**config.mk**
```make
export PLATFORM = sky130hd
export DESIGN_NAME = arbitro_serial_flat
export DESIGN_NICKNAME = d
export VERILOG_FILES = /design/src/rtl/arbitro_serial_pkg.sv /design/src/rtl/arbitro_serial_if.sv /design/src/rtl/arbitro_serial_rr_prioridade.sv /design/src/rtl/arbitro_serial.sv /design/src/flat_wrapper.sv
export SDC_FILE = /design/constraint.sdc
export NUM_CORES = 1
export LEC_CHECK = 0
export CORE_UTILIZATION = 44
export DETAILED_ROUTE_END_ITERATION = 7
export MAX_ROUTING_LAYER = met4
export PLACE_DENSITY_LB_ADDON = 0.05
export SETUP_SLACK_MARGIN = 0.02
export SLEW_MARGIN = 40
export SYNTH_ARGS = -nofsm -noshare
export SYNTH_HDL_FRONTEND = slang
export SYNTH_SLANG_ARGS = --single-unit
```
**constraint.sdc**
```tcl
create_clock -name clock -period 2.4 [get_ports clock]
set_input_delay 0.48 -clock clock [delete_from_list [all_inputs] [get_ports clock]]
set_output_delay 0.48 -clock clock [all_outputs]
set_load 0.01 [all_outputs]
```
**src/rtl/arbitro_serial_pkg.sv**
```systemverilog
// Shared types and constants for the serial transmitter arbiter.
// States double as their debug codes.
package arbitro_serial_pkg;

  localparam int unsigned N_REQ  = 3;
  localparam int unsigned W_DADO = 8;
  localparam int unsigned W_TAM  = 2;

  typedef enum logic [3:0] {
    IDLE = 4'b0000,
    LOAD = 4'b0001,
    SEND = 4'b0010,
    WAIT = 4'b0011,
    DONE = 4'b0100
  } estado_t;

  localparam logic [3:0] DB_INVALIDO = 4'b1111;

  typedef logic [1:0] idx_req_t;

  function automatic idx_req_t onehot_para_idx(input logic [N_REQ-1:0] oh);
    idx_req_t r;
    case (oh)
      3'b010:  r = 2'd1;
      3'b100:  r = 2'd2;
      default: r = 2'd0;
    endcase
    return r;
  endfunction

  function automatic logic [W_TAM-1:0] fatia_tam(input logic [N_REQ*W_TAM-1:0] tam,
                                                 input idx_req_t i);
    logic [W_TAM-1:0] r;
    case (i)
      2'd1:    r = tam[3:2];
      2'd2:    r = tam[5:4];
      default: r = tam[1:0];
    endcase
    return r;
  endfunction

  function automatic logic [W_DADO-1:0] fatia_dados(input logic [N_REQ*W_DADO-1:0] dados,
                                                    input idx_req_t i);
    logic [W_DADO-1:0] r;
    case (i)
      2'd1:    r = dados[15:8];
      2'd2:    r = dados[23:16];
      default: r = dados[7:0];
    endcase
    return r;
  endfunction

endpackage

```
**src/rtl/arbitro_serial_if.sv**
```systemverilog
// Requester / transmitter side bundle of the serial arbiter.
interface arbitro_serial_if;
  import arbitro_serial_pkg::*;

  logic [N_REQ-1:0]        req;
  logic [N_REQ*W_TAM-1:0]  tam;
  logic [N_REQ*W_DADO-1:0] dados;
  logic                    pronto_serial;
  logic [N_REQ-1:0]        grant;
  logic [W_TAM-1:0]        byte_idx;
  logic [W_DADO-1:0]       tx_dados;
  logic                    partida_tx;
  logic [N_REQ-1:0]        ack;
  logic                    ocupado;
  logic [3:0]              db_estado;

  modport slave (
    input  req, tam, dados, pronto_serial,
    output grant, byte_idx, tx_dados, partida_tx, ack, ocupado, db_estado
  );

  modport master (
    output req, tam, dados, pronto_serial,
    input  grant, byte_idx, tx_dados, partida_tx, ack, ocupado, db_estado
  );

endinterface

```
**src/rtl/arbitro_serial_rr_prioridade.sv**
```systemverilog
// Round-robin picker: priority is ponteiro+1, ponteiro+2, ponteiro (mod 3).
module rr_prioridade
  import arbitro_serial_pkg::*;
(
  input  logic [N_REQ-1:0] req,
  input  idx_req_t         ponteiro,
  output logic [N_REQ-1:0] vencedor,
  output logic             valido
);

  logic [N_REQ-1:0] rot;
  logic [N_REQ-1:0] rot_venc;

  // Rotate so bit 0 is always the highest-priority requester, pick, rotate back.
  always_comb begin
    case (ponteiro)
      2'd0:    rot = {req[0], req[2], req[1]};
      2'd1:    rot = {req[1], req[0], req[2]};
      default: rot = req;
    endcase

    rot_venc = '0;
    if (rot[0])      rot_venc = 3'b001;
    else if (rot[1]) rot_venc = 3'b010;
    else if (rot[2]) rot_venc = 3'b100;

    case (ponteiro)
      2'd0:    vencedor = {rot_venc[1], rot_venc[0], rot_venc[2]};
      2'd1:    vencedor = {rot_venc[0], rot_venc[2], rot_venc[1]};
      default: vencedor = rot_venc;
    endcase

    valido = |req;
  end

endmodule

```
**src/rtl/arbitro_serial.sv**
```systemverilog
// Round-robin arbiter and byte sequencer in front of the shared serial transmitter.
module arbitro_serial
  import arbitro_serial_pkg::*;
(
  input  logic             clock,
  input  logic             reset,
  arbitro_serial_if.slave  bus
);

  estado_t           estado, prox;
  logic [N_REQ-1:0]  venc_oh, grant_r, pick_oh, ack_c;
  idx_req_t          venc_idx, ponteiro;
  logic [W_TAM-1:0]  tam_r, byte_idx_r;
  logic [W_DADO-1:0] tx_r;
  logic              pick_valido;
  logic              pega, carrega_tx, avanca, fim, abandona;
  logic              partida_c, ocupado_c;
  logic [3:0]        db_c;

  rr_prioridade u_rr (
    .req      (bus.req),
    .ponteiro (ponteiro),
    .vencedor (pick_oh),
    .valido   (pick_valido)
  );

  always_ff @(posedge clock) begin
    if (reset) estado <= IDLE;
    else       estado <= prox;
  end

  always_comb begin
    prox       = estado;
    pega       = 1'b0;
    carrega_tx = 1'b0;
    avanca     = 1'b0;
    fim        = 1'b0;
    abandona   = 1'b0;
    partida_c  = 1'b0;
    ack_c      = '0;
    ocupado_c  = 1'b1;
    db_c       = estado;
    case (estado)
      IDLE: begin
        ocupado_c = 1'b0;
        if (pick_valido) begin
          pega = 1'b1;
          prox = LOAD;
        end
      end
      LOAD: begin
        carrega_tx = 1'b1;
        prox       = SEND;
      end
      SEND: begin
        partida_c = 1'b1;
        prox      = WAIT;
      end
      WAIT: begin
        if (bus.pronto_serial) begin
          if (byte_idx_r != tam_r) begin
            avanca = 1'b1;
            prox   = LOAD;
          end else begin
            prox = DONE;
          end
        end
      end
      DONE: begin
        ack_c = venc_oh;
        fim   = 1'b1;
        prox  = IDLE;
      end
      default: begin
        db_c     = DB_INVALIDO;
        abandona = 1'b1;
        prox     = IDLE;
      end
    endcase
  end

  always_ff @(posedge clock) begin
    if (reset) begin
      venc_oh    <= '0;
      venc_idx   <= '0;
      tam_r      <= '0;
      byte_idx_r <= '0;
      tx_r       <= '0;
      grant_r    <= '0;
      ponteiro   <= 2'd2;
    end else begin
      if (pega) begin
        venc_oh    <= pick_oh;
        venc_idx   <= onehot_para_idx(pick_oh);
        tam_r      <= fatia_tam(bus.tam, onehot_para_idx(pick_oh));
        byte_idx_r <= '0;
        grant_r    <= pick_oh;
      end
      if (carrega_tx) tx_r <= fatia_dados(bus.dados, venc_idx);
      if (avanca)     byte_idx_r <= byte_idx_r + 2'd1;
      if (fim)        ponteiro <= venc_idx;
      if (fim || abandona) grant_r <= '0;
    end
  end

  assign bus.grant      = grant_r;
  assign bus.byte_idx   = byte_idx_r;
  assign bus.tx_dados   = tx_r;
  assign bus.partida_tx = partida_c;
  assign bus.ack        = ack_c;
  assign bus.ocupado    = ocupado_c;
  assign bus.db_estado  = db_c;

endmodule

```
**src/flat_wrapper.sv**
```systemverilog
// flat-port wrapper written by rule: the top's interface ports become plain ports
module arbitro_serial_flat import arbitro_serial_pkg::*;
  (clock, reset, bus_req, bus_tam, bus_dados, bus_pronto_serial, bus_grant, bus_byte_idx, bus_tx_dados, bus_partida_tx, bus_ack, bus_ocupado, bus_db_estado);
  arbitro_serial_if bus_i ();
  input  logic clock;
  input  logic reset;
  input wire logic [$bits(bus_i.req)-1:0] bus_req;
  input wire logic [$bits(bus_i.tam)-1:0] bus_tam;
  input wire logic [$bits(bus_i.dados)-1:0] bus_dados;
  input wire logic [$bits(bus_i.pronto_serial)-1:0] bus_pronto_serial;
  output wire logic [$bits(bus_i.grant)-1:0] bus_grant;
  output wire logic [$bits(bus_i.byte_idx)-1:0] bus_byte_idx;
  output wire logic [$bits(bus_i.tx_dados)-1:0] bus_tx_dados;
  output wire logic [$bits(bus_i.partida_tx)-1:0] bus_partida_tx;
  output wire logic [$bits(bus_i.ack)-1:0] bus_ack;
  output wire logic [$bits(bus_i.ocupado)-1:0] bus_ocupado;
  output wire logic [$bits(bus_i.db_estado)-1:0] bus_db_estado;
  assign bus_i.req = bus_req;
  assign bus_i.tam = bus_tam;
  assign bus_i.dados = bus_dados;
  assign bus_i.pronto_serial = bus_pronto_serial;
  assign bus_grant = bus_i.grant;
  assign bus_byte_idx = bus_i.byte_idx;
  assign bus_tx_dados = bus_i.tx_dados;
  assign bus_partida_tx = bus_i.partida_tx;
  assign bus_ack = bus_i.ack;
  assign bus_ocupado = bus_i.ocupado;
  assign bus_db_estado = bus_i.db_estado;
  arbitro_serial u_core (.clock(clock), .reset(reset), .bus(bus_i));
endmodule
```
==> PnR_summary.wiki, run 1 <==
{| class="wikitable"
! Metric !! Value
|-
| Horizontal extent of the die || 55.9 um
|-
| Post-DP HPWL || 2.54 mm
|-
| Number of nets in the finished design || 256
|-
| Clock-pin slew of the registers on the worst-case setup and hold paths || 0.15 ns
|-
| Final setup violating endpoints || 0
|-
| Initial cell density of the core || 46.3%
|-
| Buffers & Inverters on Critical Path || 1
|-
| Worst endpoint required time || 1.92 ns
|-
| Die height || 55.9 um
|-
| Maximum level of the CTS H-tree || 1
|-
| Largest fanout on the critical path || 10
|-
| Worst setup path startpoint || u_core.estado[0]
|-
| Crit start category || flop
|-
| Endpoint kind of the worst setup timing path || primary output
|-
| TritonCTS clock tree || built
|-
| Slew headroom || 68.8%
|-
| Psw || 0.000274 W
|-
| Max-capacitance violation count || 0
|-
| Setup_tns || 0 ns
|-
| R2r endpoint || u_core.bus.byte_idx[1]
|-
| Longest Clk Path Bufs || 2
|-
| Proportion of power drawn by the clock network || 20.8%
|-
| Post-route clock period utilization || 95.3%
|-
| Share of final-layout standard cells stronger than drive strength 1 || 5.99%
|-
| Number of placed I/O pins || 58
|-
| First-pass GRT wire length || 5.42 mm
|-
| Pin count of the biggest net entering global routing || 17
|-
| Summed instance area of the synthesized netlist || 1280 sq um
|-
| Detailed-route vias per instance || 5.43
|-
| # diodes || 0
|-
| Total via count in the routed design || 1346
|-
| Worst min-delay path endpoint || u_core.venc_oh[0]
|-
| Area growth, synth to finish || 46.9%
|-
| Master of the slowest instance on the critical path || clkdlybuf4s50_1
|-
| Post-synth EDFFs || 0
|-
| Fraction of synthesis flops using an asynchronous set or reset pin || 0%
|-
| Number of buffer cells added on primary ports || 57
|-
| Delay of the slowest critical-path stage || 0.48 ns
|-
| Via count of the first global-routing pass || 1247
|-
| Number of antenna violations at the first check in global routing || 0
|-
| Flop pwr share || 50.7%
|-
| Per-cell routed wire length || 13.0 um
|-
| Worst-path cell chain || nor2_4, nor2b_1, or2_2, clkdlybuf4s50_1
|-
| Congestion Overflow GR || 0
|-
| Final Hold Viols || 0
|-
| Sequential fraction of the synthesis area || 39.2%
|-
| Synth Flop Type || dfxtp_1
|-
| Final worst-path setup slack || 0.113 ns
|-
| Hold Crit Start || u_core.venc_oh[0]
|-
| Num CTS Buffers || 3
|-
| Initial DRC Count || 49
|-
| Clock tree sinks || 25
|-
| Final design utilization || 68.0%
|-
| Number of instances in the synthesized netlist || 165
|-
| Kind of cell adding the most delay to the critical path || simple AND/OR/NAND/NOR gates
|-
| Number of storage elements in the synthesis netlist || 25
|-
| Register-to-Register Setup Slack || 0.78 ns
|-
| Final clock skew || 0.0160 ns
|-
| Logic pwr share || 28.5%
|-
| Clock root buffer || clkbuf_4
|-
| Number of slew-limit violations in the final report || 0
|-
| Overall Global Routing Usage || 22.2%
|-
| Setup Slack @ Placement || 0.292 ns
|-
| Data arrival time of the critical path || 1.81 ns
|-
| Worst hold path cell count || 2
|-
| Crit Path Category || reg -> out
|-
| Placed inst area || 1840 sq um
|-
| Avg Cell Area, Syn || 7.73 sq um
|-
| Total power per unit cell area || 492 nW/um^2
|-
| Area of the core region || 2760 sq um
|-
| Setup repair after global routing missed its margin || false
|-
| Worst reg-to-reg path cell count || 4
|-
| Net count after synthesis || 203
|-
| FF+latch area || 500 sq um
|-
| Clock period minus final worst setup slack || 2.29 ns
|-
| Clock latency of the later-clocked register in the worst-skew pair || 0.33 ns
|-
| Routed Antenna Nets || 0
|-
| Overall die area || 3120 sq um
|-
| Post-route cell area || 1870 sq um
|-
| Worst Hold Class || reg -> reg
|-
| Cell-internal power || 0.000649 W
|-
| Routability congestion estimate from global placement || 0.833
|-
| Fmax || 437 MHz
|-
| Number of design rule violations left after detail routing || 0
|-
| Number of fill cells in the layout || 248
|-
| Worst supply voltage drop on vdd || 0.366 mV
|-
| Router iterations before antenna repair || 4
|-
| Actual slew at the worst max-slew pin || 0.466 ns
|-
| Area occupied by multi-input gates || 708 sq um
|-
| Synth unique cells || 33
|-
| Number of warning messages in the yosys log || 0
|-
| Static leakage || 0.699 nW
|-
| Total routed wirelength || 3.23 mm
|-
| Net switching fraction of the power || 29.7%
|-
| Reg2Reg Launch Point || u_core.estado[2]
|-
| Run status || finished, final reports clean
|-
| Row count || 19
|}
-- layout make-up --
type	instances	share of cell area [%]
Timing Repair Buffer	58	30.8
Multi-Input combinational cell	125	37.8
Inverter	5	1.00
Tap cell	31	2.07
Sequential cell	25	26.7
Clock buffer	3	1.20
Clock inverter	1	0.401
-- worst max-delay path by stage --
stage / cells after the start / slack [ns] / to
3_3_place_gp: 4 / 0.33 / bus_db_estado[0]
6_report: 4 / 0.11 / bus_db_estado[0]
2_1_floorplan: 4 / 0.88 / bus_db_estado[0]
4_1_cts: 4 / 0.02 / bus_db_estado[0]
3_5_place_dp: 4 / 0.29 / bus_db_estado[0]
5_1_grt: 4 / 0.02 / bus_db_estado[0]
-- power groups by stage --
stage	combinational [W]	sequential, W	clock [W]
2_1_floorplan	0.000134	0.000475	0
3_3_place_gp	0.000253	0.000474	0
3_5_place_dp	0.000260	0.000476	0
4_1_cts	0.000261	0.000467	0.000198
5_1_grt	0.000288	0.000473	0.000214
6_report	0.000263	0.000468	0.000192
-- flip-flops by register name, summed over array words and instances (netlist names) --
register             flops
u_core.ponteiro          2
u_core.tam_r             2
u_core.venc_oh           3
u_core.bus.tx_dados      8
u_core.estado            3
u_core.bus.grant         3
u_core.venc_idx          2
u_core.bus.byte_idx      2
-- routing by layer --
metal | vias up | global-route usage [%] | wire length [um] | share of wire [%]
met5 | - | - | 0 | 0
met4 | 0 | 8.71 | 48 | 1.5
met3 | 6 | 3.95 | 181 | 5.6
met2 | 52 | 36.0 | 1560 | 48
met1 | 603 | 27.7 | 1440 | 44
li1 | 685 | - | - | -
-- stage by stage --
stage / instances / hold WS, ns / power (W)
2_1_floorplan: 165 / 0.432 / 0.000609
3_3_place_gp: 244 / 0.443 / 0.000728
3_5_place_dp: 244 / 0.451 / 0.000735
4_1_cts: 248 / 0.468 / 0.000926
5_1_grt: 248 / 0.482 / 0.000976
6_report: 248 / 0.464 / 0.000923
-- worst reg2reg max path, cell delays in order, from the launching register on --
cell and delay, ns:
dfxtp_1 0.47, or3_4 0.47, or2_1 0.37, nand3_1 0.14, a21oi_1 0.07
-- synth_stat cells, types with 3 or more instances --
| cell | instances | area, sq um |
|---|---|---|
| clkbuf_1 | 7 | 26.3 |
| or2_2 | 3 | 18.8 |
| nand3_1 | 7 | 35.0 |
| dfxtp_1 | 25 | 500 |
| nor2_1 | 4 | 15.0 |
| a21oi_1 | 20 | 100 |
| a22oi_1 | 8 | 60.1 |
| nor2b_1 | 3 | 18.8 |
| and3_1 | 4 | 25.0 |
| inv_1 | 5 | 18.8 |
| o21ai_0 | 10 | 50.1 |
| nand2_1 | 38 | 143 |
-- cell usage in the layout (no fill, tap or decap), types with 3 or more instances in the layout --
| cell type | netlist | routed |
|---|---|---|
| clkdlybuf4s50_1 | 0 | 57 |
| dfxtp_1 | 25 | 25 |
| inv_1 | 5 | 5 |
| a21oi_1 | 20 | 20 |
| or2_2 | 3 | 3 |
| and3_1 | 4 | 4 |
| nor2_1 | 4 | 3 |
| clkbuf_4 | 0 | 3 |
| nor2b_1 | 3 | 3 |
| nand3_1 | 7 | 7 |
| o21ai_0 | 10 | 10 |
| a22oi_1 | 8 | 8 |
| nand2_1 | 38 | 38 |
-- repair_timing --
action	in CTS	in global routing
gates cloned	0	0
hold buffers	0	0
resized for setup	1	1
setup buffers	0	0
setup endpoints to repair	2	1
-- cell families after synthesis --
logic type	share of synthesized area [%]
XOR/XNOR	1.37
AND/OR/NAND/NOR	27.8
flip-flops	39.2
adder cells (fa/ha/maj)	1.96
buffers and inverters	5.88
AO/OA/AOI/OAI	23.7
Note: power is estimated with default switching activity, not from simulation.
==> run 2, diff against run 1 <==
--- a/config.mk
+++ b/config.mk
@@ -5,8 +5,9 @@
 export SDC_FILE = /design/constraint.sdc
 export NUM_CORES = 1
 export LEC_CHECK = 0
-export CORE_UTILIZATION = 44
+export CORE_UTILIZATION = 60
 export DETAILED_ROUTE_END_ITERATION = 7
+export DONT_BUFFER_PORTS = 1
 export MAX_ROUTING_LAYER = met4
 export PLACE_DENSITY_LB_ADDON = 0.05
 export SETUP_SLACK_MARGIN = 0.02
==> PnR_summary.wiki, run 2 (same netlist as run 1, synthesis figures left out) <==
{| class="wikitable"
! Metric !! Value
|-
| Endpoint kind of the worst setup timing path || primary output
|-
| Worst supply voltage drop on vdd || 0.370 mV
|-
| Number of buffer cells added on primary ports || 0
|-
| Num CTS Buffers || 3
|-
| Post-route clock period utilization || 84.5%
|-
| Clock root buffer || clkbuf_4
|-
| Total power per unit cell area || 622 nW/um^2
|-
| Clock latency of the later-clocked register in the worst-skew pair || 0.31 ns
|-
| # diodes || 0
|-
| Initial cell density of the core || 64.4%
|-
| Largest fanout on the critical path || 10
|-
| Via count of the first global-routing pass || 829
|-
| Reg2Reg Launch Point || u_core.estado[2]
|-
| Clock tree sinks || 25
|-
| Overall Global Routing Usage || 23.7%
|-
| Destination of the critical timing path || bus_db_estado[0]
|-
| Static leakage || 0.479 nW
|-
| Actual slew at the worst max-slew pin || 0.451 ns
|-
| Worst setup path startpoint || u_core.estado[0]
|-
| Horizontal extent of the die || 48.1 um
|-
| Final design utilization || 64.8%
|-
| Worst reg-to-reg path cell count || 4
|-
| Run status || finished, final reports clean
|-
| Hold-fix buffer count after cts || 0
|-
| Total via count in the routed design || 1117
|-
| Area growth, synth to finish || 0.588%
|-
| Overall die area || 2320 sq um
|-
| Setup_tns || 0 ns
|-
| Longest Clk Path Bufs || 2
|-
| R2r endpoint || u_core.bus.byte_idx[0]
|-
| Die height || 48.1 um
|-
| Initial DRC Count || 27
|-
| Routed Antenna Nets || 0
|-
| Post-DP HPWL || 2.03 mm
|-
| Number of antenna violations at the first check in global routing || 0
|-
| Most frequent cells in the layout || nand2_1, dfxtp_1, a21oi_1, o21ai_0, a22oi_1
|-
| Row count || 16
|-
| Post-cts sizing count || 0
|-
| Data arrival time of the critical path || 1.55 ns
|-
| Congestion Overflow GR || 0
|-
| Worst Hold Class || in -> reg
|-
| Final setup violating endpoints || 0
|-
| Worst endpoint required time || 1.92 ns
|-
| Number of design rule violations left after detail routing || 0
|-
| Per-cell routed wire length || 14.1 um
|-
| Leading cell type in the layout, fill and taps excluded || nand2_1
|-
| Total routed wirelength || 2.62 mm
|-
| Pin count of the biggest net entering global routing || 22
|-
| Slew headroom || 69.8%
|-
| Number of slew-limit violations in the final report || 0
|-
| Crit start category || flop
|-
| Share of final-layout standard cells stronger than drive strength 1 || 6.92%
|-
| Fmax || 493 MHz
|-
| Final Hold Viols || 0
|-
| Detailed-route vias per instance || 6.01
|-
| Routability congestion estimate from global placement || 0.770
|-
| TritonCTS clock tree || built
|-
| Number of flip-flops under the largest register name || 8
|-
| Clock-pin slew of the registers on the worst-case setup and hold paths || 0.14 ns
|-
| Number of placed I/O pins || 58
|-
| Placed inst area || 1250 sq um
|-
| Maximum level of the CTS H-tree || 1
|-
| Post-CTS setup buffer count || 0
|-
| Clock period minus final worst setup slack || 2.03 ns
|-
| Router iterations before antenna repair || 4
|-
| Post-route cell area || 1280 sq um
|-
| Max-capacitance violation count || 0
|-
| Final clock skew || 0.00992 ns
|-
| Register-to-Register Setup Slack || 0.76 ns
|-
| Area of the core region || 1980 sq um
|-
| Number of fill cells in the layout || 176
|-
| Number of nets in the finished design || 198
|-
| Crit Path Category || reg -> out
|-
| First-pass GRT wire length || 3.60 mm
|-
| Setup repair after global routing missed its margin || false
|}
[run 2: cell count changes in the layout (fill, tap and decap cells not counted), sizes merged]
| cell | before | now |
|---|---|---|
| buf | 1 | 0 |
| clkdlybuf4s50 | 57 | 0 |
[run 2: worst min-delay path by stage]
stage / startpoint / to / depth (start not counted)
floorplan: u_core.venc_oh[0] / u_core.venc_oh[0] / 2
global placement: u_core.venc_oh[0] / u_core.venc_oh[0] / 2
detailed placement: u_core.venc_oh[2] / u_core.venc_oh[2] / 2
CTS: reset / u_core.venc_oh[2] / 1
global route: reset / u_core.venc_idx[1] / 1
finish: reset / u_core.venc_idx[1] / 1
[run 2: final cells by class]
cell class	instances	area (sq um)	share of cell area [%]
sequential	25	500	39.0
clock buffer	3	22.5	1.75
inverter	5	18.8	1.46
tap	27	33.8	2.63
clock inverter	1	7.51	0.585
multi-input combinational	125	701	54.6
[run 2: per-layer routing]
metal	vias to the layer above	GRT usage, %	share of wire [%]
li1	569	-	-
met1	502	31.1	46
met3	5	7.41	8.5
met4	0	10.0	1.1
met5	-	-	0
met2	41	33.5	44
[run 2: worst max-delay path: stages, from the launching register on]
cell	delay (ns)
dfxtp_1	0.40
nor2_1	0.35
nor2b_1	0.16
or2_2	0.33
[run 2: where the power goes]
group / internal (W) / switching, W / total (W)
combinational: 0.0000523 / 0.0000852 / 0.000138
sequential: 0.000444 / 0.0000312 / 0.000475
clock: 0.0000635 / 0.000122 / 0.000185
[run 2: per-stage QoR]
stage | total power (W) | setup slack (ns) | instances | hold slack (ns)
after floorplan | 0.000609 | 0.881 | 165 | 0.432
after global placement | 0.000617 | 0.775 | 182 | 0.435
after detailed placement | 0.000623 | 0.733 | 182 | 0.440
after CTS | 0.000809 | 0.367 | 186 | 0.191
after global routing | 0.000850 | 0.230 | 186 | 0.175
final | 0.000798 | 0.373 | 186 | 0.208
==> run 3, diff against run 2 <==
--- a/config.mk
+++ b/config.mk
@@ -5,7 +5,7 @@
 export SDC_FILE = /design/constraint.sdc
 export NUM_CORES = 1
 export LEC_CHECK = 0
-export CORE_UTILIZATION = 60
+export CORE_UTILIZATION = 55
 export DETAILED_ROUTE_END_ITERATION = 7
 export DONT_BUFFER_PORTS = 1
 export MAX_ROUTING_LAYER = met4
==> constraint.sdc (replaced) <==
create_clock -name clock -period 1.75 [get_ports clock]
set_input_delay 0.35 -clock clock [delete_from_list [all_inputs] [get_ports clock]]
set_output_delay 0.35 -clock clock [all_outputs]
set_load 0.01 [all_outputs]
==> PnR_summary.wiki, run 3 (same netlist as run 1, synthesis figures left out) <==
{| class="wikitable"
! Metric !! Value
|-
| Run status || finished, final reports clean
|-
| Routed Antenna Nets || 0
|-
| Congestion Overflow GR || 0
|-
| Actual slew at the worst max-slew pin || 0.468 ns
|-
| Number of slew-limit violations in the final report || 0
|-
| Post-DP HPWL || 2.10 mm
|-
| Total routed wirelength || 2.77 mm
|-
| Clock period minus final worst setup slack || 1.68 ns
|-
| Worst supply voltage drop on vdd || 0.401 mV
|-
| Die height || 50.2 um
|-
| Area growth, synth to finish || 1.96%
|-
| Per-cell routed wire length || 14.7 um
|-
| Detailed-route vias per instance || 5.96
|-
| Max-capacitance violation count || 0
|-
| Data arrival time of the critical path || 1.33 ns
|-
| Logic pwr share || 17.8%
|-
| Final clock skew || 0.00154 ns
|-
| Crit start category || flop
|-
| Proportion of power drawn by the clock network || 22.7%
|-
| Clock tree sinks || 25
|-
| Largest fanout on the critical path || 13
|-
| Setup repair after global routing missed its margin || false
|-
| Final Hold Viols || 0
|-
| Worst reg-to-reg path cell count || 4
|-
| Final setup violating endpoints || 0
|-
| Num CTS Buffers || 3
|-
| Number of flip-flops under the largest register name || 8
|-
| Slew headroom || 68.7%
|-
| Flop pwr share || 59.5%
|-
| Clock latency of the later-clocked register in the worst-skew pair || 0.31 ns
|-
| Maximum level of the CTS H-tree || 1
|-
| Share of final-layout standard cells stronger than drive strength 1 || 9.38%
|-
| Endpoint kind of the worst setup timing path || primary output
|-
| Number of design rule violations left after detail routing || 0
|-
| Leading cell type in the layout, fill and taps excluded || nand2_1
|-
| Number of nets in the finished design || 199
|-
| Pin count of the biggest net entering global routing || 22
|-
| First-pass GRT wire length || 4.25 mm
|-
| Worst hold path cell count || 1
|-
| Static leakage || 0.487 nW
|-
| Crit Path Category || reg -> out
|-
| Hold-fix buffer count after cts || 0
|-
| Setup_tns || 0 ns
|-
| Net switching fraction of the power || 29.8%
|-
| Number of antenna violations at the first check in global routing || 0
|-
| Most frequent cells in the layout || nand2_1, dfxtp_1, a21oi_1, o21ai_0, a22oi_1
|-
| Area of the core region || 2190 sq um
|-
| Sum of internal, switching and leakage power || 0.00110 W
|-
| # diodes || 0
|-
| Clock-pin slew of the registers on the worst-case setup and hold paths || 0.13 ns
|-
| Clock root buffer || clkbuf_4
|-
| Psw || 0.000329 W
|-
| Overall die area || 2520 sq um
|-
| Row count || 17
|-
| Final design utilization || 59.4%
|-
| Post-route clock period utilization || 96.0%
|-
| Router iterations before antenna repair || 4
|-
| Total power per unit cell area || 847 nW/um^2
|-
| Cell-internal power || 0.000774 W
|-
| Routability congestion estimate from global placement || 0.753
|-
| Total via count in the routed design || 1120
|-
| Horizontal extent of the die || 50.2 um
|-
| Post-CTS setup buffer count || 0
|-
| Via count of the first global-routing pass || 952
|-
| Number of placed I/O pins || 58
|-
| Worst endpoint required time || 1.40 ns
|-
| Overall Global Routing Usage || 22.7%
|-
| Worst Hold Class || in -> reg
|-
| Fmax || 595 MHz
|-
| Number of buffer cells added on primary ports || 0
|-
| Longest Clk Path Bufs || 2
|-
| Initial DRC Count || 29
|-
| TritonCTS clock tree || built
|-
| Initial cell density of the core || 58.3%
|}
==> run 3: changes by cell type in the layout (fill, tap and decap cells not counted) <==
cell | previous run | this run
clkinvlp_4 | 1 | 0
dfxtp_1 | 25 | 23
dfxtp_2 | 0 | 2
nor2b_1 | 3 | 2
nor2_1 | 4 | 3
nor2b_2 | 0 | 1
clkbuf_1 | 0 | 1
nor2_4 | 1 | 2
buf_4 | 0 | 1
==> run 3: worst max-delay path: stages, from the launching register on <==
cell,delay [ns]
dfxtp_1,0.34
buf_4,0.18
nor2b_2,0.19
or2_2,0.31
==> run 3: path summary, 6_finish.rpt <==
check | from | endpoint | slack (ns)
worst max-delay path | u_core.estado[2] | bus_db_estado[0] | 0.07
worst max register to register | u_core.estado[0] | u_core.bus.byte_idx[0] | 0.25
worst min register to register | u_core.venc_oh[2] | u_core.venc_oh[2] | 0.46
worst min-delay path | reset | u_core.bus.byte_idx[0] | 0.09
==> run 3: area by class of cell <==
| class | instances | area [sq um] |
|---|---|---|
| clock buffers | 4 | 26.3 |
| multi-input cells | 125 | 711 |
| inverters | 5 | 18.8 |
| flip-flops and latches | 25 | 503 |
| fillers | 227 | 890 |
| well taps | 28 | 35.0 |
| repair buffers | 1 | 7.51 |
==> run 3: routing by layer <==
layer	part of all wire, %	global-route usage, %
met1	46	28.8
met2	48	35.1
met3	5.5	5.15
met4	0.22	8.10
met5	0	-
==> run 3: what timing repair did <==
action | 4_1_cts | 5_1_grt
setup endpoints to repair | 1 | 1
pin swaps | 0 | 0
resized for setup | 3 | 2
==> run 3: power by group through the flow <==
stage | Sequential [W] | Clock [W] | Combinational, W
final | 0.000656 | 0.000251 | 0.000196
after global routing | 0.000661 | 0.000277 | 0.000223
after CTS | 0.000655 | 0.000258 | 0.000194
after detailed placement | 0.000665 | 0 | 0.000192
after global placement | 0.000662 | 0 | 0.000187
after floorplan | 0.000652 | 0 | 0.000183
==> run 3: metrics by stage <==
stage | cell area (sq um) | hold WS (ns) | cells | worst slack [ns]
floorplan | 1280 | 0.432 | 165 | 0.310
global placement | 1260 | 0.422 | 184 | 0.239
detailed placement | 1260 | 0.423 | 184 | 0.203
CTS | 1300 | 0.0762 | 188 | 0.0607
global route | 1300 | 0.0688 | 188 | 0.0192
finish | 1300 | 0.0913 | 188 | 0.0700
